### config.mk
export PLATFORM = sky130hd
export DESIGN_NAME = eq_clock_gen
export DESIGN_NICKNAME = d
export VERILOG_FILES = /design/src/rtl/eqclk_pkg.sv /design/src/rtl/eq_clock_gen_wait_sync.sv /design/src/rtl/eq_clock_gen.sv
export SDC_FILE = /design/constraint.sdc
export NUM_CORES = 1
export LEC_CHECK = 0
export CAP_MARGIN = 20
export CORE_AREA = 2 2 41 43
export DETAILED_ROUTE_END_ITERATION = 12
export DIE_AREA = 0 0 43 45
export DONT_BUFFER_PORTS = 1
export REMOVE_ABC_BUFFERS = 1
export SETUP_SLACK_MARGIN = 0.02
export SLEW_MARGIN = 30
export SYNTH_ARGS = -nofsm -noshare
export SYNTH_HDL_FRONTEND = slang
export SYNTH_SLANG_ARGS = --single-unit
### constraint.sdc
create_clock -name MHZ48 -period 1.7 [get_ports MHZ48]
set_input_delay 0.17 -clock MHZ48 [delete_from_list [all_inputs] [get_ports MHZ48]]
set_output_delay 0.17 -clock MHZ48 [all_outputs]
set_load 0.01 [all_outputs]
### src/rtl/eqclk_pkg.sv
// ============================================================
// eqclk_pkg : phase type and E/Q encoding for eq_clock_gen
// Rev 1.0
// ============================================================
`default_nettype none

package eqclk_pkg;

  typedef enum logic [1:0] {
    P0 = 2'd0,
    P1 = 2'd1,
    P2 = 2'd2,
    P3 = 2'd3
  } phase_t;

  // {E, Q} levels for each quarter phase; Q leads E by one quarter.
  localparam logic [1:0] EQ_P0 = 2'b00;
  localparam logic [1:0] EQ_P1 = 2'b01;
  localparam logic [1:0] EQ_P2 = 2'b11;
  localparam logic [1:0] EQ_P3 = 2'b10;

  function automatic logic [1:0] eq_of(input phase_t p);
    case (p)
      P0:      eq_of = EQ_P0;
      P1:      eq_of = EQ_P1;
      P2:      eq_of = EQ_P2;
      P3:      eq_of = EQ_P3;
      default: eq_of = EQ_P0;
    endcase
  endfunction

endpackage

`default_nettype wire

### src/rtl/eq_clock_gen_wait_sync.sv
// ============================================================
// wait_sync : per-bit double-flop synchronizer, resets to all-ones
// Rev 1.0
// ============================================================
`default_nettype none

module wait_sync #(
  parameter int W = 1
) (
  input  logic         clk,
  input  logic         rst_n,
  input  logic [W-1:0] d,
  output logic [W-1:0] q
);

  logic [W-1:0] s1_q;
  logic [W-1:0] s2_q;

  // Reset to idle (no wait request) so a reset never produces a stretch.
  always_ff @(posedge clk or negedge rst_n) begin
    if (!rst_n) begin
      s1_q <= '1;
      s2_q <= '1;
    end else begin
      s1_q <= d;
      s2_q <= s1_q;
    end
  end

  assign q = s2_q;

endmodule

`default_nettype wire

### src/rtl/eq_clock_gen.sv
// ============================================================
// eq_clock_gen : 6809/6309 E/Q quadrature clock with wait-state stretching
// Optional EQCLK_WAIT_SYNC_EN: nWAIT passes a 2-flop synchronizer. Rev 1.0
// ============================================================
`default_nettype none

module eq_clock_gen
  import eqclk_pkg::*;
#(
  parameter int QUARTER     = 4,
  parameter int N_WAIT      = 2,
  parameter int MAX_STRETCH = 8
) (
  input  logic              MHZ48,
  input  logic              nRESET,
  input  logic [N_WAIT-1:0] nWAIT,
  output logic              MHZ12,
  output logic              nQ,
  output logic              nE,
  output logic              CYCSTART,
  output logic              STRETCHING,
  output logic              WAITTO
);

  localparam int QW = (QUARTER > 1) ? $clog2(QUARTER) : 1;
  localparam int SW = $clog2(MAX_STRETCH + 1);
  localparam logic [QW-1:0] QCNT_TC  = QW'(QUARTER - 1);
  localparam logic [SW-1:0] SCNT_MAX = SW'(MAX_STRETCH);

  logic [N_WAIT-1:0] nwait_s;
  logic              wait_req;

`ifdef EQCLK_WAIT_SYNC_EN
  wait_sync #(
    .W (N_WAIT)
  ) u_wait_sync (
    .clk   (MHZ48),
    .rst_n (nRESET),
    .d     (nWAIT),
    .q     (nwait_s)
  );
`else
  assign nwait_s = nWAIT;
`endif

  assign wait_req = ~&nwait_s;

  phase_t          phase_q, phase_d;
  logic [QW-1:0]   qcnt_q, qcnt_d;
  logic [SW-1:0]   scnt_q, scnt_d;
  logic [1:0]      div_q, div_d;
  logic            nq_q, nq_d;
  logic            ne_q, ne_d;
  logic            cycstart_q, cycstart_d;
  logic            stretching_q, stretching_d;
  logic            waitto_q, waitto_d;
  logic            started_q, started_d;
  logic [1:0]      eq_d;
  logic            tc;

  assign tc = (qcnt_q == QCNT_TC);

  always_comb begin
    phase_d    = phase_q;
    qcnt_d     = qcnt_q + 1'b1;
    scnt_d     = scnt_q;
    div_d      = div_q + 2'd1;
    started_d  = 1'b1;
    // The first cycle out of reset is announced as a new bus cycle.
    cycstart_d = ~started_q;
    waitto_d   = 1'b0;

    if (tc) begin
      qcnt_d = '0;
      case (phase_q)
        P0: phase_d = P1;
        P1: phase_d = P2;
        P2: phase_d = P3;
        P3: begin
          if (wait_req && (scnt_q != SCNT_MAX)) begin
            scnt_d = scnt_q + 1'b1;
          end else begin
            phase_d    = P0;
            scnt_d     = '0;
            cycstart_d = 1'b1;
            waitto_d   = wait_req;
          end
        end
        default: phase_d = P0;
      endcase
    end

    eq_d         = eq_of(phase_d);
    ne_d         = ~eq_d[1];
    nq_d         = ~eq_d[0];
    stretching_d = (scnt_d != '0);
  end

  always_ff @(posedge MHZ48 or negedge nRESET) begin
    if (!nRESET) begin
      phase_q      <= P0;
      qcnt_q       <= '0;
      scnt_q       <= '0;
      div_q        <= '0;
      nq_q         <= 1'b1;
      ne_q         <= 1'b1;
      cycstart_q   <= 1'b0;
      stretching_q <= 1'b0;
      waitto_q     <= 1'b0;
      started_q    <= 1'b0;
    end else begin
      phase_q      <= phase_d;
      qcnt_q       <= qcnt_d;
      scnt_q       <= scnt_d;
      div_q        <= div_d;
      nq_q         <= nq_d;
      ne_q         <= ne_d;
      cycstart_q   <= cycstart_d;
      stretching_q <= stretching_d;
      waitto_q     <= waitto_d;
      started_q    <= started_d;
    end
  end

  assign MHZ12      = div_q[1];
  assign nQ         = nq_q;
  assign nE         = ne_q;
  assign CYCSTART   = cycstart_q;
  assign STRETCHING = stretching_q;
  assign WAITTO     = waitto_q;

endmodule

`default_nettype wire

==> results of run 1 <==
## cell type report
| class | count | area [um2] | share of cell area |
|---|---|---|---|
| repair buffers | 1 | 10.0 | 0.0137 |
| clock buffers | 3 | 22.5 | 0.0308 |
| inverters | 5 | 18.8 | 0.0257 |
| flip-flops and latches | 16 | 404 | 0.553 |
| well taps | 16 | 20.0 | 0.0274 |
| multi-input cells | 39 | 255 | 0.349 |
## layer usage
layer | vias to the layer above | track usage | share of wire
met2 | 9 | 0.209 | 0.46
met1 | 205 | 0.131 | 0.49
met5 | - | 0 | 0
met3 | 4 | 0.0400 | 0.028
met4 | 0 | 0.0909 | 0.021
li1 | 209 | - | -
## how the worst max path moves through the flow
stage | endpoint | slack (ns)
4_1_cts | STRETCHING$_DFF_PN0_ | 0.10
3_3_place_gp | STRETCHING$_DFF_PN0_ | 0.14
6_report | STRETCHING$_DFF_PN0_ | 0.10
2_1_floorplan | STRETCHING$_DFF_PN0_ | 0.18
3_5_place_dp | STRETCHING$_DFF_PN0_ | 0.11
5_1_grt | STRETCHING$_DFF_PN0_ | 0.02
## cells in the mapped netlist, drive strengths merged
cell type,number,area share
buf,1,0.016
and2,1,0.0091
nand4b,1,0.022
or3,1,0.0091
nand2,6,0.033
nor2,4,0.022
ha,3,0.055
and3,1,0.0091
a31oi,1,0.0091
o21ai,9,0.082
nand3,3,0.029
a21o,1,0.013
nand3b,2,0.027
dfrtp,14,0.51
conb,1,0.0054
dfstp,2,0.076
a21oi,3,0.022
xor2,2,0.025
inv,5,0.027
## metrics by stage
stage	power, uW	std cells	worst slack, ns
6_report	958	80	0.103
5_1_grt	1030	80	0.0234
4_1_cts	963	80	0.104
3_5_place_dp	765	76	0.114
3_3_place_gp	762	76	0.140
2_1_floorplan	720	60	0.184
## cell families after synthesis
family                     share of synthesized area
and+or+nand+nor                                0.160
AOI/OAI and AO/OA                              0.125
adders and majority gates                     0.0546
xor gates and xnor gates                      0.0255
DFF                                            0.585
buffers and inverters                         0.0436
other                                        0.00545
## placed cells by master, fill, tap and decap left out, drive strengths merged
master,count
clkbuf,3
o21ai,9
dlygate4sd3,1
and3,1
conb,1
nand3,3
dfstp,2
a21oi,3
xor2,2
a31oi,1
nand4b,1
nor2,4
and2,1
ha,3
nand2,6
a21o,1
inv,5
nand3b,2
or3,1
dfrtp,14
## timing repair
item	in CTS	in global routing
hold endpoints to repair	16	0
setup endpoints to repair	0	1
resized for setup	0	1
hold buffers	1	0
## critical path, stage by stage (launching register included)
cell and delay [ns]:
dfrtp_1 0.38, ha_1 0.27, and3_1 0.30, nand4b_2 0.14, o21ai_2 0.07, or3_1 0.34
## report_power, final
| part | switching [uW] | internal (uW) |
|---|---|---|
| Clock | 106 | 82.1 |
| Combinational | 106 | 89.9 |
| Sequential | 90.7 | 484 |
| Total | 302 | 656 |
==> results.py, run 1 <==
metrics = {
    "run_status": {
        "status": "finished, final reports clean",
    },
    "global_route": {
        "grt_max_degree": 17,
        "grt_pass1_vias": 426,
        "grt_overflow_total": 0,
        "grt_pass1_wl_um": 1690,
        "grt_usage": 0.124,
        "antenna_found_initial": 0,
    },
    "critical_path": {
        "reg2reg_from": "qcnt_q[0]$_DFF_PN0_",
        "required_ns": 1.87,
        "r2r_end": "STRETCHING$_DFF_PN0_",
        "endpoint_kind": "flip-flop",
        "crit_start": "qcnt_q[0]$_DFF_PN0_",
        "r2r_cells": 5,
        "start_kind": "flip-flop",
        "setup.worst_path.class": "flip-flop to flip-flop",
        "path_max_fanout": 8,
        "r2r_setup_slack_ns": 0.10,
        "worst_ep_arrival_time_ns": 1.76,
    },
    "cts": {
        "cts_buffer_depth": 2,
        "cts_made_buffers": 3,
        "cts.sinks": 16,
        "insertion_delay_ns": 0.28,
        "cts_tree": "built",
        "cts_max_level": 1,
        "clk_pin_slew_worst_paths_ns": 0.09,
        "root_buffer": "clkbuf_4",
        "post_cts_buffers": 0,
    },
    "yosys": {
        "synth_cell_types": 22,
        "ys_seq_elements": 16,
        "avgSynthCellArea_um2": 11.3,
        "yosysSeqAreaShare": 0.585,
        "ys_warn_count": 0,
        "syn_inst": 61,
        "netlist_area_um2": 688,
    },
    "sta": {
        "max_freq_ghz": 0.626,
        "fin_tns_setup_ns": 0,
        "period_needed_ns": 1.60,
        "rsz0062_at_grt": "false",
        "slew_viol_final": 0,
        "post-route-period-util": 0.939,
        "slew_headroom": 0.548,
        "setup_violations": 0,
        "worst_pin_slew_ns": 0.676,
        "skew_ns": 0.00823,
        "hold_viol": 0,
        "whs_ns": 0.136,
    },
    "final_layout": {
        "largestRegisters": "scnt_q x4, div_q x2, qcnt_q x2",
        "layout-drive-gt1-share": 0.203,
        "fillers": 135,
        "fin_area_um2": 731,
        "regMostFlops": "scnt_q",
        "fin_util": 0.497,
        "fin_nets": 73,
        "syn2layout_area_growth_pct": 6.18,
        "n_antenna_cell": 0,
        "largest_reg_flops": 4,
    },
    "min_path": {
        "min_from": "nWAIT[1]",
        "hp-class": "input pin to flip-flop",
        "hold-path-endpoint": "scnt_q[2]$_DFF_PN0_",
        "min_path_cells": 3,
    },
    "power_and_ir_drop": {
        "power_per_cell_area_nw_per_um2": 1310,
        "ir_worst_vdd_uv": 744,
        "p_leak_uw": 0.000330,
    },
    "routing": {
        "drt_iter0_markers": 2,
        "first_pass_iters": 2,
        "postRouteAntennaNets": 0,
        "vias_per_cell": 5.34,
        "drc_errors": 0,
        "totalWireLength_um": 1000,
        "via_count": 427,
        "wire_per_inst_um": 12.6,
    },
    "place": {
        "dp_hpwl_um": 719,
        "gp_congestion": 0.699,
        "placed_cell_area_um2": 697,
        "port_buffers": 0,
    },
    "floorplanning": {
        "initial_utilization": 0.468,
        "die_area_um2": 1940,
        "num_io_pins": 10,
        "die_w_um": 43,
        "coreArea_um2": 1470,
        "fp.dieH_um": 45,
        "rows": 14,
    },
    "job": {
        "cap_viol_max_count": 0,
    },
}
Note: power is estimated with default switching activity, not from simulation.
==> inputs of run 2 (changes only) <==
- ABC_AREA: not set -> 1
==> run 2 against run 1 <==
  * Global-route usage is 1.4 points higher
  * Final cell count increased by 21%
  * Clock-buffer cell count grew 1
  * Combinational power grew 38%
  * Register-to-register slack improved by 0.24 ns
  * Synthesized cell count is 25% higher
  * Power is 14% higher
==> results.py, run 2 <==
metrics = {
    "yosys": {
        "synth_top_area_cell": "dfrtp_1",
        "ys_warn_count": 0,
        "synth-edff-count": 0,
        "yosysSeqAreaShare": 0.568,
        "synthTopCellsByArea": "dfrtp_1 49%, nand2_1 8.5%, inv_1 7.9%",
        "synth_flop_cell": "dfrtp_1",
        "ys_top_cells_by_count": "16 x nand2_1, 15 x inv_1, 14 x dfrtp_1",
        "synth_cell_types": 18,
        "async_flop_share": 1.00,
        "yosysMostFrequentCell": "nand2_1",
        "syn_inst": 76,
        "synth_top_area_share": 0.494,
        "netlist_area_um2": 709,
        "avgSynthCellArea_um2": 9.33,
        "ys_seq_elements": 16,
    },
    "sta": {
        "period_needed_ns": 1.36,
        "setup_violations": 0,
        "slew_viol_final": 0,
        "max_freq_ghz": 0.735,
        "slew_headroom": 0.540,
        "rsz0062_at_grt": "false",
        "fin_tns_setup_ns": 0,
        "worst_pin_slew_ns": 0.688,
        "post-route-period-util": 0.800,
        "skew_ns": 0.00691,
        "hold_viol": 0,
    },
    "power_and_ir_drop": {
        "ir_worst_vdd_uv": 724,
        "p_int_uw": 720,
        "p_seq_frac": 0.531,
        "p_leak_uw": 0.000420,
        "pwr-share-comb": 0.246,
        "clkPwrFrac": 0.222,
        "swShare": 0.343,
        "power_per_cell_area_nw_per_um2": 1410,
        "power.net_switching_uw": 375,
    },
    "routing": {
        "drt_iter0_markers": 5,
        "postRouteAntennaNets": 0,
        "vias_per_cell": 4.62,
        "drc_errors": 0,
        "totalWireLength_um": 1060,
        "wire_per_inst_um": 11.0,
        "via_count": 448,
        "first_pass_iters": 4,
    },
    "global_route": {
        "grt_pass1_vias": 433,
        "grt_overflow_total": 0,
        "grt_max_degree": 17,
        "antenna_found_initial": 0,
        "grt_pass1_wl_um": 1910,
        "grt_usage": 0.138,
    },
    "cts": {
        "post_cts_buffers": 0,
        "cts_buffer_depth": 2,
        "insertion_delay_ns": 0.28,
        "cts.sinks": 16,
        "clk_pin_slew_worst_paths_ns": 0.09,
        "root_buffer": "clkbuf_4",
        "cts_made_buffers": 3,
        "cts_max_level": 1,
        "cts_tree": "built",
    },
    "final_layout": {
        "fin_util": 0.527,
        "largest_reg_flops": 4,
        "fillers": 145,
        "n_antenna_cell": 0,
        "largestRegisters": "scnt_q x4, div_q x2, qcnt_q x2",
        "layout-drive-gt1-share": 0.160,
        "syn2layout_area_growth_pct": 9.35,
        "final_common_cell": "nand2_1",
        "fin_nets": 89,
        "regMostFlops": "scnt_q",
        "layout_common_cells": "16 x nand2_1, 15 x inv_1, 14 x dfrtp_1, 5 x nor2_1",
    },
    "floorplanning": {
        "initial_utilization": 0.482,
        "rows": 14,
        "coreArea_um2": 1470,
        "fp.dieH_um": 45,
        "die_w_um": 43,
        "die_area_um2": 1940,
        "num_io_pins": 10,
    },
    "min_path": {
        "hold-path-endpoint": "WAITTO$_DFF_PN0_",
        "min_path_cells": 2,
        "min_from": "nWAIT[1]",
        "hp-class": "input pin to flip-flop",
    },
    "critical_path": {
        "required_ns": 1.87,
        "worst_ep_arrival_time_ns": 1.53,
        "r2r_setup_slack_ns": 0.34,
        "setup.worst_path.class": "flip-flop to flip-flop",
        "r2r_end": "STRETCHING$_DFF_PN0_",
        "endpoint_kind": "flip-flop",
        "r2r_cells": 8,
        "reg2reg_from": "qcnt_q[0]$_DFF_PN0_",
        "path_max_fanout": 7,
        "start_kind": "flip-flop",
    },
    "run_status": {
        "status": "finished, final reports clean",
    },
    "place": {
        "gp_congestion": 0.752,
        "dp_hpwl_um": 791,
        "port_buffers": 0,
    },
    "job": {
        "cap_viol_max_count": 0,
    },
}
## run 2: cell types whose count changed after synthesis, sizes merged, moves of 2 or more
cell,before,now
nand3b,2,0
a21oi,3,0
nand4,0,4
nor2,4,7
inv,5,16
nand2,6,19
o21ai,9,2
nand3,3,5
## run 2: worst max-delay path by stage
stage                         from                   end  slack (ns)  cells past startpoint
2_1_floorplan  qcnt_q[0]$_DFF_PN0_  STRETCHING$_DFF_PN0_        0.47                      8
3_3_place_gp   qcnt_q[0]$_DFF_PN0_  STRETCHING$_DFF_PN0_        0.32                      8
3_5_place_dp   qcnt_q[0]$_DFF_PN0_  STRETCHING$_DFF_PN0_        0.32                      8
4_1_cts        qcnt_q[0]$_DFF_PN0_  STRETCHING$_DFF_PN0_        0.30                      8
5_1_grt        qcnt_q[0]$_DFF_PN0_  STRETCHING$_DFF_PN0_        0.16                      8
6_report       qcnt_q[0]$_DFF_PN0_  STRETCHING$_DFF_PN0_        0.34                      8
## run 2: power groups by stage
stage,Combinational [uW],Clock (uW),Sequential [uW]
CTS,276,254,585
global placement,260,0,592
floorplan,229,0,567
detailed placement,266,0,589
finish,270,243,582
global route,318,271,596
## run 2: routing by layer
metal | vias up | track usage | share of wire
li1 | 239 | - | -
met1 | 202 | 0.189 | 0.47
met2 | 5 | 0.200 | 0.48
met4 | 0 | 0.0727 | 0.011
met5 | - | 0 | 0
met3 | 2 | 0.0400 | 0.035
## run 2: what timing repair did
item	in CTS	in global routing
hold buffers	1	0
gates resized for setup	0	0
hold endpoints to repair	16	0
## run 2: area by class of cell
| type | instances | area [um2] | area share |
|---|---|---|---|
| timing repair buffer | 1 | 10.0 | 0.0129 |
| inverter | 16 | 60.1 | 0.0774 |
| multi-input combinational | 44 | 246 | 0.318 |
| clock buffer | 4 | 36.3 | 0.0468 |
| tap | 16 | 20.0 | 0.0258 |
| sequential | 16 | 403 | 0.519 |
## run 2: critical path, cell delays in order, from the launching register on
cell and delay [ns]:
dfrtp_1 0.36, ha_1 0.30, nand2_2 0.12, nor2_4 0.10, inv_2 0.06, nand2_1 0.05
inv_1 0.03, nor2_1 0.14, nand3_1 0.09
## run 2: through the flow
stage          std cells  hold WS, ns  total power (uW)  worst slack (ns)  instance area, um2
6_report              97        0.198              1090             0.340                 776
5_1_grt               97        0.197              1180             0.159                 776
2_1_floorplan         76       -0.126               796             0.473                 709
3_3_place_gp          92       -0.125               852             0.318                 729
3_5_place_dp          92       -0.125               855             0.315                 729
4_1_cts               97        0.184              1110             0.304                 776
## run 2: kinds of logic (layout without fill, tap and decap cells)
| kind of cell | count (synthesis) | count (layout) | synth area share |
|---|---|---|---|
| AND/OR/NAND/NOR | 36 | 36 | 0.250 |
| flip-flops | 16 | 16 | 0.568 |
| buffers and inverters | 16 | 21 | 0.0846 |
| adder cells (fa/ha/maj) | 3 | 3 | 0.0529 |
| AO/OA/AOI/OAI | 2 | 2 | 0.0141 |
| XOR/XNOR | 2 | 2 | 0.0247 |
| other | 1 | 1 | 0.00529 |
